**src/rtl/dcache_mem_responder.sv**
```systemverilog
// Responder for the load/store buffer: serializes byte/half/word accesses onto a
// byte-wide little-endian memory bus and returns zero-extended read data or a write ack.
module dcache_mem_responder #(
    parameter int         ADDR_WIDTH = 32,
    parameter logic [1:0] IO_ADDR_HI = 2'b11
) (
    input  logic                  clockIn,
    input  logic                  resetIn,
    input  logic                  clearIn,
    input  logic [1:0]            accessType,
    input  logic                  readWriteIn,
    input  logic [ADDR_WIDTH-1:0] dataAddr,
    input  logic [31:0]           dataIn,
    output logic                  dataValid,
    output logic [31:0]           dataOut,
    output logic                  dataWriteSuc,
    input  logic [7:0]            memIn,
    output logic [7:0]            memOut,
    output logic [ADDR_WIDTH-1:0] memAddr,
    output logic                  memWrite,
    input  logic                  ioBufferFull
);

    typedef enum logic [2:0] {
        IDLE,
        RD_ADDR,
        RD_TAIL,
        WR,
        WR_STALL,
        DONE
    } state_t;

    state_t                  state;
    state_t                  state_next;
    logic [ADDR_WIDTH-1:0]   base_addr;
    logic [31:0]             wr_data;
    logic [31:0]             assembly;
    logic [1:0]              byte_cnt;
    logic [1:0]              last_byte;
    logic [1:0]              cap_idx;
    logic                    is_read;
    logic                    is_io;
    logic                    accept;
    logic                    stall;

    // A read sampled together with a flush is dropped; writes are always taken.
    assign accept  = (state == IDLE || state == DONE) && (accessType != 2'b00)
                     && !(readWriteIn && clearIn);
    assign stall   = is_io && ioBufferFull;
    // memIn lags memAddr by one cycle, so RD_ADDR captures the previous byte.
    assign cap_idx = (state == RD_TAIL) ? byte_cnt : byte_cnt - 2'd1;
    assign dataOut = assembly;

    always_comb begin
        state_next   = state;
        memAddr      = '0;
        memOut       = 8'h00;
        memWrite     = 1'b0;
        dataValid    = 1'b0;
        dataWriteSuc = 1'b0;
        case (state)
            IDLE: begin
                if (accept) state_next = readWriteIn ? RD_ADDR : WR;
            end
            RD_ADDR: begin
                memAddr = base_addr + ADDR_WIDTH'(byte_cnt);
                if (clearIn)                    state_next = IDLE;
                else if (byte_cnt == last_byte) state_next = RD_TAIL;
            end
            RD_TAIL: begin
                state_next = clearIn ? IDLE : DONE;
            end
            WR, WR_STALL: begin
                if (stall) begin
                    state_next = WR_STALL;
                end else begin
                    memWrite   = 1'b1;
                    memAddr    = base_addr + ADDR_WIDTH'(byte_cnt);
                    memOut     = wr_data[{byte_cnt, 3'b000} +: 8];
                    state_next = (byte_cnt == last_byte) ? DONE : WR;
                end
            end
            DONE: begin
                dataValid    = is_read && !clearIn;
                dataWriteSuc = !is_read;
                if (accept) state_next = readWriteIn ? RD_ADDR : WR;
                else        state_next = IDLE;
            end
            default: state_next = IDLE;
        endcase
    end

    always_ff @(posedge clockIn or negedge resetIn) begin
        if (!resetIn) begin
            state     <= IDLE;
            base_addr <= '0;
            wr_data   <= '0;
            assembly  <= '0;
            byte_cnt  <= 2'd0;
            last_byte <= 2'd0;
            is_read   <= 1'b0;
            is_io     <= 1'b0;
        end else begin
            state <= state_next;
            if (accept) begin
                base_addr <= dataAddr;
                wr_data   <= dataIn;
                assembly  <= '0;
                byte_cnt  <= 2'd0;
                last_byte <= (accessType == 2'b01) ? 2'd0 :
                             (accessType == 2'b10) ? 2'd1 : 2'd3;
                is_read   <= readWriteIn;
                is_io     <= (dataAddr[17:16] == IO_ADDR_HI);
            end else begin
                case (state)
                    RD_ADDR: begin
                        if (byte_cnt != 2'd0) assembly[{cap_idx, 3'b000} +: 8] <= memIn;
                        if (byte_cnt != last_byte) byte_cnt <= byte_cnt + 2'd1;
                    end
                    RD_TAIL: assembly[{cap_idx, 3'b000} +: 8] <= memIn;
                    WR, WR_STALL: begin
                        if (!stall && byte_cnt != last_byte) byte_cnt <= byte_cnt + 2'd1;
                    end
                    default: ;
                endcase
            end
        end
    end

endmodule
```
**config.mk**
```make
export PLATFORM = sky130hd
export DESIGN_NAME = dcache_mem_responder
export DESIGN_NICKNAME = d
export VERILOG_FILES = /design/src/rtl/dcache_mem_responder.sv
export SDC_FILE = /design/constraint.sdc
export NUM_CORES = 1
export LEC_CHECK = 0
export CORE_MARGIN = 2
export CORE_UTILIZATION = 49
export DETAILED_ROUTE_END_ITERATION = 7
export PLACE_DENSITY = 0.88
export RECOVER_POWER = 50
export SLEW_MARGIN = 20
export SYNTH_ARGS = -nofsm -noshare
export SYNTH_HDL_FRONTEND = slang
export SYNTH_SLANG_ARGS = --single-unit
```
**constraint.sdc**
```tcl
create_clock -name clockIn -period 3.7 [get_ports clockIn]
set_input_delay 0.555 -clock clockIn [delete_from_list [all_inputs] [get_ports clockIn]]
set_output_delay 0.555 -clock clockIn [all_outputs]
set_load 0.02 [all_outputs]
```
==> reports/qor.yml <==
logic_synthesis:
  synth_edf_count: 0
  async_flop_share: 1.000
  synth.distinct_cells: 57
  ys_seq_area_frac: 0.4718
  synth_commonest_cells: "nand2_1, dfrtp_1, a32o_1"
  syn_nets: 702
  yosysTopAreaCell: "dfrtp_1"
  synth_cells: 612
  synth_top_area_frac: 0.4718
  yosysWarnings: 0
  synthFlopType: "dfrtp_1"
  ys_seq_elements: 105
  yosysMostFrequentCell: "nand2_1"
  synthesis.area_um2: 5569
  ys_top_cells_by_area: "dfrtp_1, nand2_1, a32o_1, mux4_2, ha_1"
  syn_area_per_cell_um2: 9.100
clock_tree:
  clkLatencyLatePin_ns: 0.35
  cts_tree: "yes"
  cts_sinks: 105
  clk_path_buf_depth: 2
  cts_buffers: 9
  cts_root_buf: "clkbuf_16"
  clk_pin_slew_ns: 0.07
  h-tree-depth: 3
placed_design:
  portBuffers: 153
  dpl_worst_slack_ns: 0.1822
  dp.final_hpwl_um: 10620
  globalplace.congestion: 0.8654
  dpl-instance-area_um2: 7183
  dp.cells: 875
power_and_ir_drop:
  power_switching_mw: 2.811
  sw_frac_of_total: 0.4504
  powerDensity_nw_per_um2: 835.0
  p_leak_nw: 3.374
  ir_drop_mv: 0.3981
  clockPowerShare: 0.150
  power_frac_seq: 0.331
  internal_power_mw: 3.429
  p_total_mw: 6.240
  combPwrFrac: 0.519
critical_path:
  worstSetupPathType: "flop to primary output"
  crit_buf_inv: 1
  start_kind: "flop"
  path_cells: "ha_1, fa_1, nand4_2, or3_4, or3_1, a21oi_1, clkdlybuf4s50_1"
  cp_top_family: "simple AND/OR/NAND/NOR gates"
  cp_data_arrival_time_ns: 3.02
  slowest_stage: "clkdlybuf4s50_1"
  critPathMaxStageDelay_ns: 0.62
  cp.required_ns: 3.14
  cp_max_fo: 16
  critPathCaptureType: "primary output"
drt:
  ant_nets: 0
  wirelength_um: 15070
  drt_first_pass_iters: 5
  drc: 0
  drt_iter0_markers: 555
  drt-vias-per-instance: 5.770
  num_vias: 5141
  wl_per_cell_um: 16.91
floorplanning:
  initial_core_util: 0.5071
  io_pins: 154
  die_h_um: 110.6
  die_x_um: 110.6
  dieArea_um2: 12230
  row_count: 38
  design.core.area_um2: 10980
timing:
  setup_viol: 0
  tightest_slew_ns: 1.782
  grt_setup_unrepaired: "no"
  hold_viol: 0
  relSlewSlack: -0.1881
  clock.fmax_ghz: 0.2798
  whs_ns: 0.4777
  fin_crit_ns: 3.573
  fin_ws_ns: 0.1266
  drv_slew: 74
  skew_ns: 0.008764
  fin_tns_setup_ns: 0
  fin_crit_sh: 0.9658
final_layout:
  nNetsFinal: 836
  antenna_cells: 0
  stdcell_area_um2: 7473
  fillerInstances: 859
  fin_util: 0.6805
  layout.cells.non_filler: 891
  area_growth_syn_to_layout_pct: 34.19
  drive_gt1_frac: 0.06924
grt:
  grt-ovfl-total: 0
  grt_pass1_vias: 5137
  track_usage: 0.2508
  grt_pass1_wl_um: 25250
  grt_max_degree: 74
  antenna_found_initial: 0
worst_hold_path:
  hold_class: "flop to flop"
status:
  violations: "max-capacitance violations, max-slew violations"
  status: "finished with violations"
flow_run:
  drv_cap: 1
==> layout by cell type (no fill, tap or decap), drive strengths merged, types with 3 or more instances in the layout <==
cell type        n
a21oi           24
nor2b           12
clkdlybuf4s50  113
nor2            19
xnor2           10
dlygate4sd3     33
a32o            24
clkbuf          11
and3             3
buf              6
nor3             5
nand3           15
a22o             9
mux2i            6
ha              10
nand2          211
xor2             3
nor4b            3
o31ai            9
nor4             8
or4             10
and4             3
nand4            5
or3              8
inv             15
dfrtp          105
dlygate4sd2      5
nand2b           7
mux4             8
o21ai           20
nor3b            4
==> final cells by class <==
class | count | area (um^2) | area share
Inverter | 12 | 45.04 | 0.006027
Timing Repair Buffer | 160 | 1585 | 0.2121
Tap cell | 140 | 175.2 | 0.02344
Multi-Input combinational cell | 458 | 2751 | 0.3682
Clock buffer | 9 | 225.2 | 0.03014
Sequential cell | 105 | 2628 | 0.3516
Clock inverter | 7 | 63.81 | 0.008538
==> power by group through the flow <==
stage | combinational, mW | sequential (mW) | clock (mW)
after CTS | 3.29 | 2.06 | 0.950
final | 3.24 | 2.06 | 0.939
after floorplan | 2.11 | 1.99 | 0
after detailed placement | 3.27 | 2.07 | 0
after global placement | 3.15 | 2.02 | 0
after global routing | 3.56 | 2.13 | 1.01
==> logic make-up (layout without fill, tap and decap cells) <==
family	count (synthesis)	after routing	synth area share
flops	105	105	0.4718
xor+xnor	13	13	0.02044
mux	14	14	0.04314
buf+inv	49	188	0.03842
simple gates	320	320	0.2712
fa+ha+maj	11	11	0.02606
compound gates	100	100	0.1290
==> state kept, by name, summed over array words and instances (netlist names) <==
name,flops
dataOut,32
is_read,1
wr_data,32
last_byte,2
byte_cnt,2
is_io,1
state,3
base_addr,32
==> layer usage <==
layer / global-route usage / share of wire / vias to the layer above
li1: - / - / 2395
met1: 0.3196 / 0.41 / 2501
met2: 0.4151 / 0.50 / 224
met3: 0.06751 / 0.074 / 21
met4: 0.08583 / 0.011 / 0
met5: 0 / 0 / -
==> worst paths after layout <==
path / slack, ns / startpoint / cells after the start / end
max: 0.13 / base_addr[0] / 7 / memAddr[16]
min: 0.48 / wr_data[2] / 2 / wr_data[2]
max reg2reg: 0.76 / state[0] / 9 / dataOut[14]
min reg2reg: 0.48 / wr_data[2] / 2 / wr_data[2]
max in group asynchronous: 1.41 / resetIn / 2 / wr_data[24]
min in group asynchronous: 0.68 / resetIn / 1 / base_addr[26]
==> worst register-to-register path, delay by kind of cell (launching register included) <==
| kind | cells | cell delay (ns) |
|---|---|---|
| compound gates | 2 | 0.40 |
| flops | 1 | 0.58 |
| simple gates | 4 | 1.11 |
| mux | 1 | 0.37 |
| buf+inv | 1 | 0.14 |
| fa+ha+maj | 1 | 0.26 |
==> repair_timing <==
| action | 4_1_cts | 5_1_grt |
|---|---|---|
| setup buffers | 0 | 0 |
| pin swaps | 1 | 0 |
| gates resized for setup | 7 | 2 |
| hold buffers | 0 | 0 |
| endpoints found under the setup margin | 13 | 3 |
Power figures use the tool's default switching activity.
